--- src/rtl/c2c_fifo_drain_packer.sv ---
// Drains the 21-bit C2C transfer FIFO and packs up to three entries per 63-bit link beat.
// Optional per-slot parity output enabled by defining C2C_PACK_PARITY_EN.
module c2c_fifo_drain_packer #(
  parameter int unsigned TIMEOUT = 16
) (
  input  logic        CLK,
  input  logic        RST_N,
  input  logic        FIFO_EMPTY,
  input  logic [20:0] FIFO_RDATA,
  output logic        FIFO_RDEN,
  input  logic        FLUSH,
  output logic        TX_VALID,
  input  logic        TX_READY,
  output logic [62:0] TX_DATA,
  output logic [1:0]  TX_WCNT,
`ifdef C2C_PACK_PARITY_EN
  output logic [2:0]  TX_PAR,
`endif
  output logic        IDLE
);

  localparam int unsigned CNT_W   = 8;
  localparam logic [CNT_W-1:0] TO_LAST = CNT_W'(TIMEOUT - 1);

  typedef enum logic {ST_ACC, ST_OUT} state_t;

  state_t             r_state;
  logic [1:0]         r_wcnt;
  logic [CNT_W-1:0]   r_idle_cnt;
  logic [62:0]        r_data;
  logic [1:0]         r_tx_wcnt;
  logic               r_tx_valid;
`ifdef C2C_PACK_PARITY_EN
  logic [2:0]         r_par;
  logic               w_word_par;
  assign w_word_par = ^FIFO_RDATA;
  assign TX_PAR     = r_par;
`endif

  logic       w_pop;
  logic [1:0] w_wcnt_nxt;
  logic       w_emit;

  assign w_pop      = (r_state == ST_ACC) && !FIFO_EMPTY;
  assign w_wcnt_nxt = r_wcnt + 2'(w_pop);
  // A pop always beats a timeout; FLUSH only acts once something is already held.
  assign w_emit     = (r_state == ST_ACC) &&
                      ((w_pop && (r_wcnt == 2'd2)) ||
                       ((r_wcnt != 2'd0) && (FLUSH || (!w_pop && (r_idle_cnt == TO_LAST)))));

  assign FIFO_RDEN = w_pop;
  assign TX_VALID  = r_tx_valid;
  assign TX_DATA   = r_data;
  assign TX_WCNT   = r_tx_wcnt;
  assign IDLE      = (r_state == ST_ACC) && (r_wcnt == 2'd0);

  always_ff @(posedge CLK or negedge RST_N) begin
    if (!RST_N) begin
      r_state    <= ST_ACC;
      r_wcnt     <= 2'd0;
      r_idle_cnt <= '0;
      r_data     <= '0;
      r_tx_wcnt  <= 2'd0;
      r_tx_valid <= 1'b0;
`ifdef C2C_PACK_PARITY_EN
      r_par      <= 3'b000;
`endif
    end else begin
      case (r_state)
        ST_ACC: begin
          if (w_pop) begin
            case (r_wcnt)
              2'd0:    r_data[20:0]  <= FIFO_RDATA;
              2'd1:    r_data[41:21] <= FIFO_RDATA;
              default: r_data[62:42] <= FIFO_RDATA;
            endcase
`ifdef C2C_PACK_PARITY_EN
            case (r_wcnt)
              2'd0:    r_par[0] <= w_word_par;
              2'd1:    r_par[1] <= w_word_par;
              default: r_par[2] <= w_word_par;
            endcase
`endif
            r_idle_cnt <= '0;
          end else if (r_wcnt == 2'd0) begin
            r_idle_cnt <= '0;
          end else begin
            r_idle_cnt <= r_idle_cnt + CNT_W'(1);
          end
          r_wcnt <= w_wcnt_nxt;
          if (w_emit) begin
            r_state    <= ST_OUT;
            r_tx_wcnt  <= w_wcnt_nxt;
            r_tx_valid <= 1'b1;
            r_idle_cnt <= '0;
          end
        end
        ST_OUT: begin
          // Beat is frozen until the transmitter takes it.
          if (TX_READY) begin
            r_state    <= ST_ACC;
            r_wcnt     <= 2'd0;
            r_data     <= '0;
            r_tx_wcnt  <= 2'd0;
            r_tx_valid <= 1'b0;
`ifdef C2C_PACK_PARITY_EN
            r_par      <= 3'b000;
`endif
          end
        end
        default: r_state <= ST_ACC;
      endcase
    end
  end

endmodule

--- config.mk ---
export PLATFORM = sky130hd
export DESIGN_NAME = c2c_fifo_drain_packer
export DESIGN_NICKNAME = d
export VERILOG_FILES = /design/src/rtl/c2c_fifo_drain_packer.sv
export SDC_FILE = /design/constraint.sdc
export NUM_CORES = 1
export LEC_CHECK = 0
export ABC_AREA = 1
export CAP_MARGIN = 20
export CORE_ASPECT_RATIO = 1.25
export CORE_MARGIN = 2
export CORE_UTILIZATION = 42
export DETAILED_ROUTE_END_ITERATION = 7
export PLACE_DENSITY_LB_ADDON = 0.2
export SETUP_SLACK_MARGIN = 0.4
export SLEW_MARGIN = 0
export SYNTH_ARGS = -nofsm -noshare
export SYNTH_HDL_FRONTEND = slang
export SYNTH_SLANG_ARGS = --single-unit
--- constraint.sdc ---
create_clock -name CLK -period 1.3 [get_ports CLK]
set_input_delay 0.26 -clock CLK [delete_from_list [all_inputs] [get_ports CLK]]
set_output_delay 0.26 -clock CLK [all_outputs]
set_load 0.02 [all_outputs]
; ---- After elaboration in Yosys (flattened, before gate mapping)
; Cells that the tools add are included.
[totals]
wordCells = 56
regBits = 77
output_inout_bits = 68
[op_classes]
reduce_logical = 17
n_eq_ne = 9
mux = 19
addsub = 2
bitwise_logic = 1
[ops]
columns = operator, count
row1 = $mux 63, 2
row2 = $pmux 63 s2, 1
row3 = $mux 21, 3
row4 = $mux 8, 3
row5 = $reduce_and 3->1, 3
row6 = $add 8x1->8 const B, 1
row7 = $eq 8x4->1 const B, 1
row8 = $ne 2x2->1 const B, 4
row9 = $pmux 2 s2, 2
row10 = $logic_and 1x1->1, 6
row11 = $mux 1, 4
row12 = $mux 2, 2
row13 = $ne 2x1->1 const B, 2
row14 = $pmux 1 s2, 2
row15 = $add 2x1->2, 1
row16 = $eq 2x1->1 const B, 1
row17 = $eq 2x2->1 const B, 1
row18 = $logic_not 1->1, 2
row19 = $logic_not 2->1, 1
row20 = $logic_or 1x1->1, 2
row21 = $reduce_and 2->1, 1
row22 = $reduce_bool 2->1, 1
row23 = $reduce_or 2->1, 1
row24 = $not 1->1, 1

; ---- Logic depth before layout (Yosys ltp)
[logic_depth]
depth_word = 10
mapped_depth = 9
mapped_depth_nobuf = 9

; ---- Least setup slack after synthesis
; Ideal clock, no wire load.
[synth_path]
path_kind = reg-to-reg
from = register r_idle_cnt[0]
to = register r_tx_wcnt[1], in the netlist TX_WCNT[1]
synth_period_minus_slack_ps = 1296
n_path_buf = 0
path_slack_ps = 4
arrival_ps = 1179
stages_incl_launch_ff = 10
path_cell_list = dfrtp_1 ha_1 nand3_1 inv_1 nand3_1 nand2_2 nand2_4 nand2_2 nand2_1 nand2_1
[synth_via]
elab_chain_cells = 8
[synth_lines]
columns = element, line
row1 = "start, declared", 29  ; logic [CNT_W-1:0] r_idle_cnt;
row2 = "start signal, assigned", 88  ; r_idle_cnt <= r_idle_cnt + CNT_W'(1);
row3 = $eq 8x4->1, 49  ; ((r_wcnt != 2'd0) && (FLUSH || (!w_pop && (r_idle_cnt == TO_LAST)))));
row4 = $logic_and 1x1->1, 49
row5 = $logic_or 1x1->1, 49
row6 = $logic_and 1x1->1, 49
row7 = $logic_or 1x1->1, 48  ; ((w_pop && (r_wcnt == 2'd2)) ||
row8 = $logic_and 1x1->1, 47  ; assign w_emit = (r_state == ST_ACC) &&
row9 = $ne 2x2->1 (no line), --
row10 = $reduce_and 2->1 (no line), --
row11 = "end signal, assigned", 93  ; r_tx_wcnt <= w_wcnt_nxt;
row12 = "end, declared", 31  ; logic [1:0] r_tx_wcnt;
; Every way passes these cells.
; A chain may end at the register's enable or synchronous reset.

; ---- Worst setup path in the final report
[layout_path]
from = register r_state
to = register r_data[42], in the netlist TX_DATA[42]
[layout_via]
elab_chain_cells = 4
word_cells_on_any_way = 7
classes_between = 3 x eq/ne / 1 x mux / 1 x bitwise / 2 x reduce/logical
[layout_lines]
columns = element, line
row1 = "start, declared", 27  ; state_t r_state;
row2 = "start signal, assigned", 59  ; r_state <= ST_ACC;
row3 = "start signal, assigned", 92  ; r_state <= ST_OUT;
row4 = "start signal, assigned", 101  ; r_state <= ST_ACC;
row5 = $not 1->1, --
row6 = $logic_and 1x1->1, 44  ; assign w_pop = (r_state == ST_ACC) && !FIFO_EMPTY;
row7 = $ne 2x2->1 (no line), --
row8 = $reduce_and 3->1 (no line), --
row9 = "end signal, assigned", 62  ; r_data <= '0;
row10 = "end signal, assigned", 75  ; default: r_data[62:42] <= FIFO_RDATA;
row11 = "end signal, assigned", 103  ; r_data <= '0;
row12 = "end, declared", 30  ; logic [62:0] r_data;
; Several ways; a longest one is shown, not always the timed one.

==> results <==
- The fraction of final layout cells sized beyond drive strength 1 is 62.3%.
- The startpoint-to-endpoint class of the critical path is register to register.
- After routing the design area is 6780 um2.
- The detailed router finished its first iteration with 253 violations.
- The longest clock path from root to sink contains 2 buffers.
- Clock-pin slew was measured on the worst setup and hold paths at 0.09 ns.
- Power spread over the standard cell area amounts to 2600 nW/um2.
- At the end of routability-driven placement, the weighted congestion stood at 0.861.
- The mux cell area share after synthesis is 0%.
- The worst-case register-to-register setup slack is -0.22 ns.
- The final count of pins violating max slew came to 0.
- Relative to the synthesized area, the layout overhead comes to 111%.
- For the pin with the worst max-slew slack, the measured transition is 0.433 ns.
- The mean routed wirelength per cell is 25.9 um.
- The effective utilization at floorplan is 43.3%.
- The setup clock skew after layout is 0.0104 ns.
- Clock tree synthesis found a total of 77 sinks.
- The share of the yosys chip area belonging to registers is 60.1%.
- The placed instances occupy a cell area of 4610 um2.
- The total of warnings raised by yosys is 0.
- Across the VDD grid, the largest voltage drop is 1890 uV.
- The post-route fraction of the period consumed by the critical path is 117%.
- The total net switching power is 7.30 mW.
- The final number of setup-violating endpoints is 79.
- The required arrival time at the worst endpoint is 1.57 ns.
- For the final routed database, the setup TNS stands at -9.39 ns.
- Clock latency on the worst-skew pair, taken at its later pin, is 0.36 ns.
- Counting cells, the worst reg-to-reg path comes to 7.
- After synthesis, the largest family of logic cells by area is simple AND/OR/NAND/NOR gates.
- The tool flagged a number of max-cap violations equal to 0.
- Final hold analysis gives a worst-case slack of 0.434 ns.
- The fraction of power consumed by combinational cells is 61.7%.
- The routed design could run at a clock period as short as 1.52 ns.
- The die is 102 um tall.
- Entering global routing, the biggest net connects 78 pins.
- The wire length of the first global-routing pass is 19.6 mm.
- The count of nets left with antenna violations once routing finished came out at 0.
- The via count of the routed design is 3,972.
- The checks that failed: negative setup slack.
- Counting every instance in the synthesized netlist gives 342.
- The worst setup path is launched from a register.
- STA classifies the critical path endpoint as a register.
- For this run the aggregate overflow at the end of global routing stands at 0.
- The worst pin sits at a relative slew slack of 71.2%.
- For the worst setup path, the data arrival time is 1.79 ns.
- Summing the areas of all xor and xnor instances in the mapped netlist gives 0.273% of the synthesized area.
- The area enclosed by the die boundary is 8360 um2.
- The filler cells instantiated in the layout total 235.
- The diode insertion count for antenna repair is 0.
- The synthesized netlist devotes 11.7% of its cell area to compound gates.
- The distinct cell type count after synthesis is 23.
- The endpoint identified for the worst register-to-register timing path is TX_DATA[42]$_DFFE_PN0P_.
- The cell chosen for the clock root is sky130_fd_sc_hd__clkbuf_8.
- The tightest min-delay check is of the input pin to asynchronous set/reset pin type.
- The clock power share is 13.5%.
- The number of flip-flops and latches in the synthesized netlist is 77.
- The number of placed instances, taps included, is 527.
- The number of buffers created by CTS is 9.
- The area of the core is 7400 um2.
- The flow ran to the end, but the final reports show violations.
- The startpoint identified for the worst register-to-register timing path is r_state$_DFF_PN0_.
- The number of global-route vias before repair came to 3,671.
- The initial antenna violation count is 0.
- The hold violation count in the final report is 0.
- Global routing used 32.2% of the available tracks.
- For this run, design rule violations remaining after detail routing come to 0.
- The adder and majority gate portion of the synthesized area is 0.780%.
- The internal power of the cells totals 10.3 mW.
- The worst-case setup margin in the final layout is -0.219 ns.
- The clock tree synthesis step divided the H-tree into 3 levels.
- The number of placed I/O pins is 94.
- The maximum clock frequency is 0.658 GHz.
- The part of the power in registers is 24.8%.
- Setup repair after global routing could not meet its margin everywhere.
- The post-detailed-route via-to-cell ratio is 6.10.
- Of the total power, the share spent switching nets is 41.5%.
- The largest fanout on the critical path is 14.
- The quantity of I/O buffers inserted on ports is 93.
- Summing the areas of all and, or, nand and nor instances in the mapped netlist gives 20.0% of the synthesized area.
- For this design the static power due to leakage is 3.28 nW.
- The half-perimeter wire length after detailed placement is 5.42 mm.
- Summing every instance area after synthesis gives 3210 um2.
- The sum of routed wire length over all layers is 16.9 mm.
- The first TritonRoute pass finished after 5 iterations.
- The average cell area after synthesis is 9.38 um2.
- The total nets after synthesis is 370.
- The count of cells in the finished layout, fillers not included, comes to 651.
- The final-stage net count is 582.
- The horizontal die dimension is 82.2 um.
- The clock tree from TritonCTS is built.
- The number of core rows is 35.
==> cells in the mapped netlist <==
| library cell | n | area, um2 |
|---|---|---|
| sky130_fd_sc_hd__ha_1 | 2 | 25.0 |
| sky130_fd_sc_hd__buf_1 | 2 | 7.51 |
| sky130_fd_sc_hd__or2_1 | 1 | 6.26 |
| sky130_fd_sc_hd__nand3_1 | 76 | 380 |
| sky130_fd_sc_hd__o21ai_0 | 52 | 260 |
| sky130_fd_sc_hd__nand2_2 | 4 | 25.0 |
| sky130_fd_sc_hd__o22ai_1 | 1 | 6.26 |
| sky130_fd_sc_hd__nand2_4 | 1 | 11.3 |
| sky130_fd_sc_hd__nand2_1 | 35 | 131 |
| sky130_fd_sc_hd__o21ai_1 | 17 | 85.1 |
| sky130_fd_sc_hd__buf_2 | 11 | 55.1 |
| sky130_fd_sc_hd__xor2_1 | 1 | 8.76 |
| sky130_fd_sc_hd__nor2_4 | 2 | 22.5 |
| sky130_fd_sc_hd__a21oi_1 | 5 | 25.0 |
| sky130_fd_sc_hd__nor2_1 | 10 | 37.5 |
| sky130_fd_sc_hd__dfrtp_1 | 77 | 1930 |
| sky130_fd_sc_hd__clkbuf_1 | 4 | 15.0 |
| sky130_fd_sc_hd__nand3_2 | 1 | 10.0 |
| sky130_fd_sc_hd__nand4_1 | 1 | 6.26 |
| sky130_fd_sc_hd__inv_1 | 32 | 120 |
| sky130_fd_sc_hd__buf_4 | 3 | 22.5 |
| sky130_fd_sc_hd__nor2_2 | 2 | 12.5 |
| sky130_fd_sc_hd__inv_2 | 2 | 7.51 |
==> routing by layer <==
metal	up-vias	share of wire, %	GRT usage, %
met2	297	52	57.1
met3	103	7.8	5.35
li1	1596	-	-
met4	0	6.4	14.2
met5	-	0	0
met1	1976	34	37.7
==> critical path, stage by stage (launching register included) <==
cell and delay (ns):
sky130_fd_sc_hd__dfrtp_2 0.46, sky130_fd_sc_hd__nor2_4 0.11, sky130_fd_sc_hd__buf_6 0.14, sky130_fd_sc_hd__buf_8 0.13
sky130_fd_sc_hd__buf_12 0.11, sky130_fd_sc_hd__nand2_8 0.10, sky130_fd_sc_hd__buf_16 0.18, sky130_fd_sc_hd__o21ai_1 0.19
==> registers in the layout, summed over array words and instances (netlist names) <==
register and flops:
TX_VALID 1, r_state 1, r_wcnt 2, r_idle_cnt 8, TX_DATA 63, TX_WCNT 2
==> layout by cell type (no fill, tap or decap), types with 2 or more instances in the layout <==
master / count
sky130_fd_sc_hd__clkdlybuf4s50_1: 23
sky130_fd_sc_hd__buf_16: 16
sky130_fd_sc_hd__buf_8: 2
sky130_fd_sc_hd__dfrtp_1: 76
sky130_fd_sc_hd__nand3_4: 11
sky130_fd_sc_hd__a21oi_1: 2
sky130_fd_sc_hd__buf_4: 83
sky130_fd_sc_hd__clkbuf_16: 5
sky130_fd_sc_hd__o21ai_2: 37
sky130_fd_sc_hd__nand2_8: 3
sky130_fd_sc_hd__nand3_2: 56
sky130_fd_sc_hd__inv_1: 30
sky130_fd_sc_hd__buf_12: 13
sky130_fd_sc_hd__nor2_1: 6
sky130_fd_sc_hd__nand3_1: 10
sky130_fd_sc_hd__clkbuf_8: 10
sky130_fd_sc_hd__nand2_4: 4
sky130_fd_sc_hd__o21ai_1: 30
sky130_fd_sc_hd__a21oi_2: 2
sky130_fd_sc_hd__inv_2: 4
sky130_fd_sc_hd__buf_6: 76
sky130_fd_sc_hd__bufinv_16: 3
sky130_fd_sc_hd__clkinv_4: 2
sky130_fd_sc_hd__nand2_1: 28
sky130_fd_sc_hd__ha_4: 2
sky130_fd_sc_hd__nor2_2: 2
sky130_fd_sc_hd__nor2_4: 6
sky130_fd_sc_hd__nand2_2: 6
==> how the worst max path moves through the flow <==
stage	endpoint	start	slack (ns)
floorplan	TX_WCNT[1]$_DFFE_PN0P_	r_idle_cnt[0]$_DFFE_PN0N_	0.06
global placement	FIFO_RDEN	FIFO_EMPTY	-0.42
finish	TX_DATA[42]$_DFFE_PN0P_	r_state$_DFF_PN0_	-0.22
detailed placement	FIFO_RDEN	FIFO_EMPTY	-0.43
global route	TX_DATA[53]$_DFFE_PN0P_	r_state$_DFF_PN0_	-0.23
CTS	IDLE	r_wcnt[1]$_DFFE_PN0P_	-0.13
==> power groups by stage <==
stage | sequential (mW) | combinational (mW) | clock [mW]
3_3_place_gp | 4.05 | 5.79 | 0
6_report | 4.37 | 10.9 | 2.37
3_5_place_dp | 4.08 | 5.88 | 0
5_1_grt | 4.40 | 11.2 | 2.45
2_1_floorplan | 5.17 | 2.01 | 0
4_1_cts | 4.18 | 8.80 | 2.26
==> cell type report <==
cell class | count | area (um2) | area share (%)
clock inverters | 5 | 108 | 1.59
multi-input cells | 212 | 1780 | 26.2
inverters | 34 | 128 | 1.88
flip-flops and latches | 77 | 1930 | 28.4
clock buffers | 11 | 141 | 2.08
repair buffers | 220 | 2580 | 38.1
well taps | 92 | 115 | 1.70
==> cells by family after synthesis <==
| logic type | after synthesis |
|---|---|
| AND/OR/NAND/NOR | 133 |
| flip-flops | 77 |
| AO/OA/AOI/OAI | 75 |
| buffers and inverters | 54 |
| adder cells (fa/ha/maj) | 2 |
| XOR/XNOR | 1 |
==> through the flow <==
| step | power (mW) | utilization [%] | worst slack, ns |
|---|---|---|---|
| 2_1_floorplan | 7.17 | - | 0.0614 |
| 3_3_place_gp | 9.84 | 62.2 | -0.417 |
| 3_5_place_dp | 9.96 | 62.2 | -0.429 |
| 4_1_cts | 15.2 | 84.1 | -0.130 |
| 5_1_grt | 18.1 | 91.6 | -0.234 |
| 6_report | 17.6 | 91.6 | -0.219 |
==> what timing repair did <==
action | CTS | global route
pin swaps | 13 | 5
cloned | 16 | 5
setup endpoints to repair | 145 | 145
endpoints found under the hold margin | 77 | 0
setup buffers | 57 | 29
resized for setup | 515 | 49
hold buffers | 1 | 0
Note: power is estimated with default switching activity, not from simulation.
